==> src/rtl/wired_bus_if.sv <==
// Bundle of driver, FIFO-handshake and status signals for the wired bus resolver.
// The resolver connects through the slave modport and its driver/consumer through the master modport.
interface wired_bus_if #(
  parameter int NCH   = 4,
  parameter int WIDTH = 8,
  parameter int DEPTH = 4
);
  localparam int LW = $clog2(DEPTH) + 1;

  logic [NCH-1:0]       drv_en;
  logic [NCH*WIDTH-1:0] drv_data;
  logic                 out_valid;
  logic                 out_ready;
  logic [WIDTH-1:0]     out_data;
  logic [WIDTH-1:0]     bus_level;
  logic                 conflict;
  logic [15:0]          conflict_cnt;
  logic                 overflow;
  logic [LW-1:0]        level;

  modport master (
    output drv_en, drv_data, out_ready,
    input  out_valid, out_data, bus_level, conflict, conflict_cnt, overflow, level
  );

  modport slave (
    input  drv_en, drv_data, out_ready,
    output out_valid, out_data, bus_level, conflict, conflict_cnt, overflow, level
  );
endinterface

==> src/rtl/wired_bus_resolver.sv <==
// Resolves several enabled drivers onto one wired-OR/AND/tri bus word and queues each
// resolved word in a small FIFO, with tri-state contention and overflow reporting.
module wired_bus_resolver #(
  parameter int NCH   = 4,
  parameter int WIDTH = 8,
  parameter int DEPTH = 4,
  parameter int MODE  = 0,
  parameter int PULL  = 0
) (
  input  logic       clk,
  input  logic       rst,
  wired_bus_if.slave bus
);
  localparam int AW = $clog2(DEPTH);
  localparam int LW = AW + 1;
  localparam logic [WIDTH-1:0] PULL_V   = (PULL != 0) ? {WIDTH{1'b1}} : {WIDTH{1'b0}};
  localparam logic [LW-1:0]    FULL_LVL = LW'(DEPTH);

  function automatic logic [15:0] sat_inc16(input logic [15:0] v);
    return (v == 16'hFFFF) ? v : v + 16'd1;
  endfunction

  logic [WIDTH-1:0] or_w, and_w, res_w;
  logic             evt_w, contend_w;

  // In tri mode the resolved word is always the OR: a single driver or identical
  // drivers make OR equal to their data, and contention is OR differing from AND.
  always_comb begin
    or_w  = '0;
    and_w = '1;
    for (int i = 0; i < NCH; i++) begin
      if (bus.drv_en[i]) begin
        or_w  = or_w  | bus.drv_data[i*WIDTH +: WIDTH];
        and_w = and_w & bus.drv_data[i*WIDTH +: WIDTH];
      end
    end
    evt_w     = |bus.drv_en;
    contend_w = (MODE == 2) && evt_w && (or_w != and_w);
    res_w     = (MODE == 1) ? and_w : or_w;
  end

  logic [WIDTH-1:0] mem_q [DEPTH];
  logic [AW-1:0]    wr_q, wr_d, rd_q, rd_d;
  logic [LW-1:0]    lvl_q, lvl_d;
  logic [WIDTH-1:0] bl_q, bl_d;
  logic             cf_q, cf_d;
  logic [15:0]      cnt_q, cnt_d;
  logic             ov_q, ov_d;
  logic             pop_w, full_w, push_w, drop_w;

  // A pop in the same cycle frees the slot a full FIFO needs for the incoming word.
  always_comb begin
    pop_w  = (lvl_q != '0) && bus.out_ready;
    full_w = (lvl_q == FULL_LVL);
    push_w = evt_w && (!full_w || pop_w);
    drop_w = evt_w && full_w && !pop_w;
    wr_d   = push_w ? wr_q + 1'b1 : wr_q;
    rd_d   = pop_w  ? rd_q + 1'b1 : rd_q;
    lvl_d  = lvl_q + LW'(push_w) - LW'(pop_w);
    bl_d   = evt_w ? res_w : PULL_V;
    cf_d   = contend_w;
    cnt_d  = contend_w ? sat_inc16(cnt_q) : cnt_q;
    ov_d   = ov_q | drop_w;
  end

  always_ff @(posedge clk) begin
    if (rst) begin
      wr_q  <= '0;
      rd_q  <= '0;
      lvl_q <= '0;
      bl_q  <= PULL_V;
      cf_q  <= 1'b0;
      cnt_q <= '0;
      ov_q  <= 1'b0;
    end else begin
      wr_q  <= wr_d;
      rd_q  <= rd_d;
      lvl_q <= lvl_d;
      bl_q  <= bl_d;
      cf_q  <= cf_d;
      cnt_q <= cnt_d;
      ov_q  <= ov_d;
    end
  end

  always_ff @(posedge clk) begin
    if (!rst && push_w) mem_q[wr_q] <= res_w;
  end

  assign bus.out_valid    = (lvl_q != '0);
  assign bus.out_data     = (lvl_q != '0) ? mem_q[rd_q] : '0;
  assign bus.bus_level    = bl_q;
  assign bus.conflict     = cf_q;
  assign bus.conflict_cnt = cnt_q;
  assign bus.overflow     = ov_q;
  assign bus.level        = lvl_q;
endmodule

==> src/flat_wrapper.sv <==
// flat-port wrapper written by rule: the top's interface ports become plain ports
module wired_bus_resolver_flat 
#(
  parameter int NCH   = 4,
  parameter int WIDTH = 8,
  parameter int DEPTH = 4,
  parameter int MODE  = 0,
  parameter int PULL  = 0
)
  (clk, rst, bus_drv_en, bus_drv_data, bus_out_ready, bus_out_valid, bus_out_data, bus_bus_level, bus_conflict, bus_conflict_cnt, bus_overflow, bus_level);
  wired_bus_if #(.NCH(NCH), .WIDTH(WIDTH), .DEPTH(DEPTH)) bus_i ();
  input  logic clk;
  input  logic rst;
  input wire logic [$bits(bus_i.drv_en)-1:0] bus_drv_en;
  input wire logic [$bits(bus_i.drv_data)-1:0] bus_drv_data;
  input wire logic [$bits(bus_i.out_ready)-1:0] bus_out_ready;
  output wire logic [$bits(bus_i.out_valid)-1:0] bus_out_valid;
  output wire logic [$bits(bus_i.out_data)-1:0] bus_out_data;
  output wire logic [$bits(bus_i.bus_level)-1:0] bus_bus_level;
  output wire logic [$bits(bus_i.conflict)-1:0] bus_conflict;
  output wire logic [$bits(bus_i.conflict_cnt)-1:0] bus_conflict_cnt;
  output wire logic [$bits(bus_i.overflow)-1:0] bus_overflow;
  output wire logic [$bits(bus_i.level)-1:0] bus_level;
  assign bus_i.drv_en = bus_drv_en;
  assign bus_i.drv_data = bus_drv_data;
  assign bus_i.out_ready = bus_out_ready;
  assign bus_out_valid = bus_i.out_valid;
  assign bus_out_data = bus_i.out_data;
  assign bus_bus_level = bus_i.bus_level;
  assign bus_conflict = bus_i.conflict;
  assign bus_conflict_cnt = bus_i.conflict_cnt;
  assign bus_overflow = bus_i.overflow;
  assign bus_level = bus_i.level;
  wired_bus_resolver #(.NCH(NCH), .WIDTH(WIDTH), .DEPTH(DEPTH), .MODE(MODE), .PULL(PULL)) u_core (.clk(clk), .rst(rst), .bus(bus_i));
endmodule
==> config.mk <==
export PLATFORM = sky130hd
export DESIGN_NAME = wired_bus_resolver_flat
export DESIGN_NICKNAME = d
export VERILOG_FILES = /design/src/rtl/wired_bus_if.sv /design/src/rtl/wired_bus_resolver.sv /design/src/flat_wrapper.sv
export SDC_FILE = /design/constraint.sdc
export NUM_CORES = 1
export LEC_CHECK = 0
export BUFFER_PORTS_ARGS = -buffer_cell sky130_fd_sc_hd__buf_4
export CAP_MARGIN = 40
export CELL_PAD_IN_SITES_DETAIL_PLACEMENT = 1
export CELL_PAD_IN_SITES_GLOBAL_PLACEMENT = 2
export CORE_ASPECT_RATIO = 0.7
export CORE_UTILIZATION = 32
export CTS_CLUSTER_DIAMETER = 40
export DETAILED_ROUTE_END_ITERATION = 8
export PLACE_DENSITY = 0.78
export RECOVER_POWER = 100
export SLEW_MARGIN = 20
export SYNTH_ARGS = -nofsm -noshare
export SYNTH_HDL_FRONTEND = slang
export SYNTH_SLANG_ARGS = --single-unit
==> constraint.sdc <==
create_clock -name clk -period 2.5 [get_ports clk]
set_input_delay 0.25 -clock clk [delete_from_list [all_inputs] [get_ports clk]]
set_output_delay 0.25 -clock clk [all_outputs]
set_load 0.005 [all_outputs]
# == After elaboration in Yosys (flattened, before gate mapping) ==
# Memories as Yosys holds them, arrays and structs flattened. A register that Yosys moved wholly into a read port is not among the register bits.
# Cells that the tools add are included.
# totals
register_bits,16
ramBits,32
in_bits,39
mem_count,1
# mem_list
name,depth,word_bits,rd,rd_ports_with_merged_regs,wr,line_no,rtl
u_core.mem_q,4,8,1,1,1,wired_bus_resolver.sv:42,logic [WIDTH-1:0] mem_q [DEPTH];
# op_classes
mux,9
n_bitwise,5
addsub,4
n_reduce_logical,12
n_eq_ne,1
# op_table
op,n
$mux W8,5
$or A8 B8 Y8,3
$logic_and A1 B1 Y1,5
$add A2 B1 Y2 const B,2
$mux W2,2
$reduce_or A4 Y1,1
$add A3 B1 Y3,1
$eq A3 B3 Y1 const B,1
$logic_not A1 Y1,3
$reduce_bool A3 Y1,1
$sub A3 B1 Y3,1
$mux W1,2
$reduce_or A2 Y1,1
$logic_or A1 B1 Y1,1
$not A1 Y1,1
$or A1 B1 Y1,1

# == Depth between registers and ports, before layout ==
# logic_depth
depth_word,7
mapped_depth,9
depth_no_buf,8

# == Least setup slack after synthesis ==
# OpenSTA, ideal clock, no wires.
# synth_timing
kind,reg-to-reg
start,register u_core.lvl_q[1] (netlist: u_core.bus.level[1])
end,register u_core.lvl_q[2] (netlist: u_core.bus.level[2])
path_stages_with_launch,9
required_time_ns,2.422
setup_slack_ns,0.656
arrival_ns,1.766
cell_sequence,dfxtp_1 > nor4b_4 > nor2_1 > ha_1 > inv_1 > fa_1 > xor2_1 > and2_1 > nor3_1
# synth_via
elab_chain_cells,6
word_cells_on_any_way,8
cone_classes,add/sub: 2; eq/ne: 1; reduce/logical: 5
# synth_lines
element,line_no,rtl
start: declaration,wired_bus_resolver.sv:44,"logic [LW-1:0] lvl_q, lvl_d;"
start signal: assignment,wired_bus_resolver.sv:78,lvl_q <= lvl_d;
$eq A3 B3 Y1 or $reduce_bool A3 Y1 (tied branches),"wired_bus_resolver.sv:54, wired_bus_resolver.sv:53",
$logic_not A1 Y1 or $logic_and A1 B1 Y1 (tied branches),"wired_bus_resolver.sv:55, wired_bus_resolver.sv:53",
$logic_or A1 B1 Y1,wired_bus_resolver.sv:55,push_w = evt_w && (!full_w || pop_w);
$logic_and A1 B1 Y1,wired_bus_resolver.sv:55,
$add A3 B1 Y3,wired_bus_resolver.sv:59,lvl_d = lvl_q + LW'(push_w) - LW'(pop_w);
$sub A3 B1 Y3 *,wired_bus_resolver.sv:59,
# Every way passes the cells marked *; elsewhere a longest branch is shown, timed or not.
# A chain may end at the register's enable or synchronous reset.

# == Worst setup path in the final report ==
# layout_timing
start,register u_core.lvl_q[2] (netlist: u_core.bus.level[2])
end,register u_core.lvl_q[2] (netlist: u_core.bus.level[2])
# Same word-level chain as after synthesis.

==> metrics list <==
- The congestion estimate from routability-driven global placement came to 0.709.
- Mean area per synthesized cell: 13.4 µm²
- Once the clock tree was built, the resizer swapped 0 gates to a different size.
- The detail route stage leaves a number of antenna-violating nets equal to 0.
* Crit Path Class: reg -> reg
- The die is 72.7 µm tall.
* Most instantiated cells after synthesis: edfxtp_1 (32), dfxtp_1 (18), buf_4 (17)
- For this run, the register share of the synthesized area comes to 0.579.
* Biggest area consumer among synthesized cells: edfxtp_1
* Ys flop type: edfxtp_1
- Detailed Route Iter0 Violations: 36
- Number of rows created at floorplan: 25
- At the pin with the least slew margin, the transition time is 591 ps.
- Kind of cell adding the most delay to the critical path: simple AND/OR/NAND/NOR gates
- Final number of hold-violating endpoints: 0
- HPWL after detailed placement: 3590 µm
* Share of synthesized flip-flops with an asynchronous set or reset: 0
- On the critical path, the stage with the largest delay is an instance of nor4b_1.
- After clock tree synthesis, the setup repair step added 0 buffers.
* Startpoint of the tightest hold check path: rst
- With fillers left out, the area of the finished cells amounts to 0.00282 mm².
- In this run, post-CTS hold repair placed 0 buffers.
* Synth unique cells: 29
- The final layout contains routed wiring with a total length of 4560 µm.
* Count of flip-flops with a built-in enable after synthesis: 32
* Crit path DAT: 2380 ps
- Clock tree from TritonCTS: yes
- Setup repair after global routing left no endpoint under its margin.
- Maximum capacitance violations: 0
- The analysis attributes to cell leakage a power of 0.00111 µW.
* Number of H-tree levels: 2
* Clock-pin slew of the registers on the worst-case setup and hold paths: 80 ps
* GR Util All Layers: 0.137
- Of the cells placed in the final design, the portion with a size suffix greater than 1 is 0.325.
* Ordered cell list for the critical path: nor4b_1 -> nor2_1 -> ha_1 -> inv_1 -> fa_1 -> xor2_1 -> nor2_1 -> nor3_1
* Area of the core: 0.00682 mm²
- The number of buffers and inverters on the critical path is 1.
* Antenna violations before repair: 0
* Layout-stage area growth over the synthesis result: 23.4%
- DRT Pass-1 Iters: 4
* Initial cell density of the core: 0.335
- Routed vias/inst: 4.43
* Power density over the cells: 831 mW/mm²
* Master cell of the clock root buffer: clkbuf_8
- The tightest hold path in the finished design has a slack of 202 ps.
* Fraction of synthesized cell area taken by the top area cell type: 0.421
* Category of the worst setup path capture point: flop
- Width of the die: 103 µm
- Timing-limited maximum frequency: 464 MHz
- Startpoint of the worst register-to-register path: u_core.bus.level[2]
* Ports placed on the boundary: 77
- Critical Path Most Common Cell: nor2_1
- The via count of the first global-routing pass was 1,447.
- The clock reaches the later pin of the worst-skew pair after 300 ps.
- Setup violations, final: 0
- Most common cell in the synthesized netlist: edfxtp_1
- No sink is reached through more buffers than the 2 on the longest clock path.
- The first global-routing pass estimated 7310 µm of wire.
* Worst-case vdd ir drop: 0.296 mV
- Leading post-synthesis cells by cell area: edfxtp_1 (42%), dfxtp_1 (16%), mux4_2 (7.9%)
- For this run, design rule violations remaining after detail routing come to 0.
- Total die area: 0.00748 mm²
- Sum of overflow across all layers after global routing: 0
- Counting flops and latches in the post-synthesis netlist gives 50.
- Run status: completed
- Clk sinks: 50
- Slew headroom: 0.600
- Layout net count: 272
- The number of antenna diodes in the final layout is 0.
- Summing all placed instances gives a cell area of 0.00272 mm².
* Synthesized area: 0.00228 mm²
- The number of clock buffers added by TritonCTS is 5.
- Share of the cycle needed by the critical path after routing: 0.862
- Via Count: 1,426
* Setup clock skew after layout: 6.35 ps
- Dividing the detail-routed wire length by the instance count gives 14.2 µm.
- Startpoint class of the critical path: flop
- The cell count after synthesis came out at 170.
- Critical Path Fanout Max: 6
- After routing, the total negative slack on setup checks comes to 0 ps.
* # port buffers: 59
- Final critical-path required period: 2160 ps
- YS warnings: 0
- At the worst endpoint, the required time is 2720 ps.
- The worst hold path belongs to the class in -> reg.
- Number of pins exceeding their max-slew limit in the final report: 0
* Largest net degree at the start of global routing: 17
- Crit path launch: u_core.bus.level[2]
* Slowest stage delay, CP: 530 ps
[kinds of logic after synthesis]
kind of cell / count (synthesis) / synth area share
AOI/OAI and AO/OA: 28 / 0.0822
xor gates and xnor gates: 2 / 0.00768
adders and majority gates: 6 / 0.0362
buffers and inverters: 30 / 0.0894
DFF: 50 / 0.579
muxes: 11 / 0.0927
other: 1 / 0.00164
and+or+nand+nor: 42 / 0.111
[sequential cells by signal (all words and copies together) (netlist names), named ones only]
register and count:
u_core.bus.bus_level 8, u_core.bus.level 3, u_core.bus.overflow 1, u_core.mem_q 32
u_core.rd_q 2, u_core.wr_q 2
[power breakdown]
part / switching, µW / internal (µW)
registers: 92.1 / 998
logic: 283 / 350
clock network: 257 / 360
total: 631 / 1710
[through the flow]
step / setup WS (ps) / utilization / power (µW) / std cells
global placement: 573 / 0.399 / 1780 / 314
CTS: 349 / 0.419 / 2430 / 322
detailed placement: 453 / 0.399 / 1810 / 314
global route: 169 / 0.413 / 2490 / 322
floorplan: 656 / - / 1500 / 186
finish: 344 / 0.413 / 2340 / 322
[final timing paths]
kind                    endpoint  slack, ps  cells after the start
min reg2reg  u_core.bus.overflow        480                      2
max reg2reg  u_core.bus.level[2]        340                      8
min          u_core.bus.level[1]        200                      2
max          u_core.bus.level[2]        340                      8
[area by class of cell]
| type | instances | area, µm² |
|---|---|---|
| fill | 772 | 4000 |
| multi-input combinational | 106 | 791 |
| tap | 94 | 118 |
| clock buffer | 6 | 93.8 |
| inverter | 4 | 15.0 |
| sequential | 50 | 1320 |
| clock inverter | 2 | 38.8 |
| timing repair buffer | 60 | 439 |
[layer usage]
metal  track usage  up-vias  wire [µm]  part of all wire
met1         0.191      665       2240              0.49
met5             0        -          0                 0
met4        0.0610        0         70             0.015
met2         0.193       62       1880              0.41
li1              -      692          -                 -
met3        0.0441        7        374             0.082
[cells in the final DEF (no fill, tap or decap)]
master	count
clkbuf_16	1
and2_1	1
and2_0	4
or4_1	1
inv_1	4
edfxtp_1	32
nand2b_1	3
bufinv_16	1
nor4_4	1
o31ai_1	1
clkinv_4	1
buf_4	37
nor4b_1	1
nor3_1	3
mux2_1	1
nor2_1	9
or3_1	1
o21ai_1	1
conb_1	17
mux2i_1	2
a22oi_1	16
a21oi_1	10
dfxtp_1	18
clkbuf_8	5
xor2_1	2
nand2_1	9
clkbuf_1	3
nor2b_1	9
fa_1	1
clkbuf_4	20
ha_1	5
mux4_2	8
[worst reg2reg max path, cell delays in order, from the launching register on]
cell and delay, ps:
dfxtp_1 440, nor4b_1 530, nor2_1 200, ha_1 250
inv_1 60, fa_1 170, xor2_1 180, nor2_1 60
nor3_1 180
(Power assumes the default switching activity.)
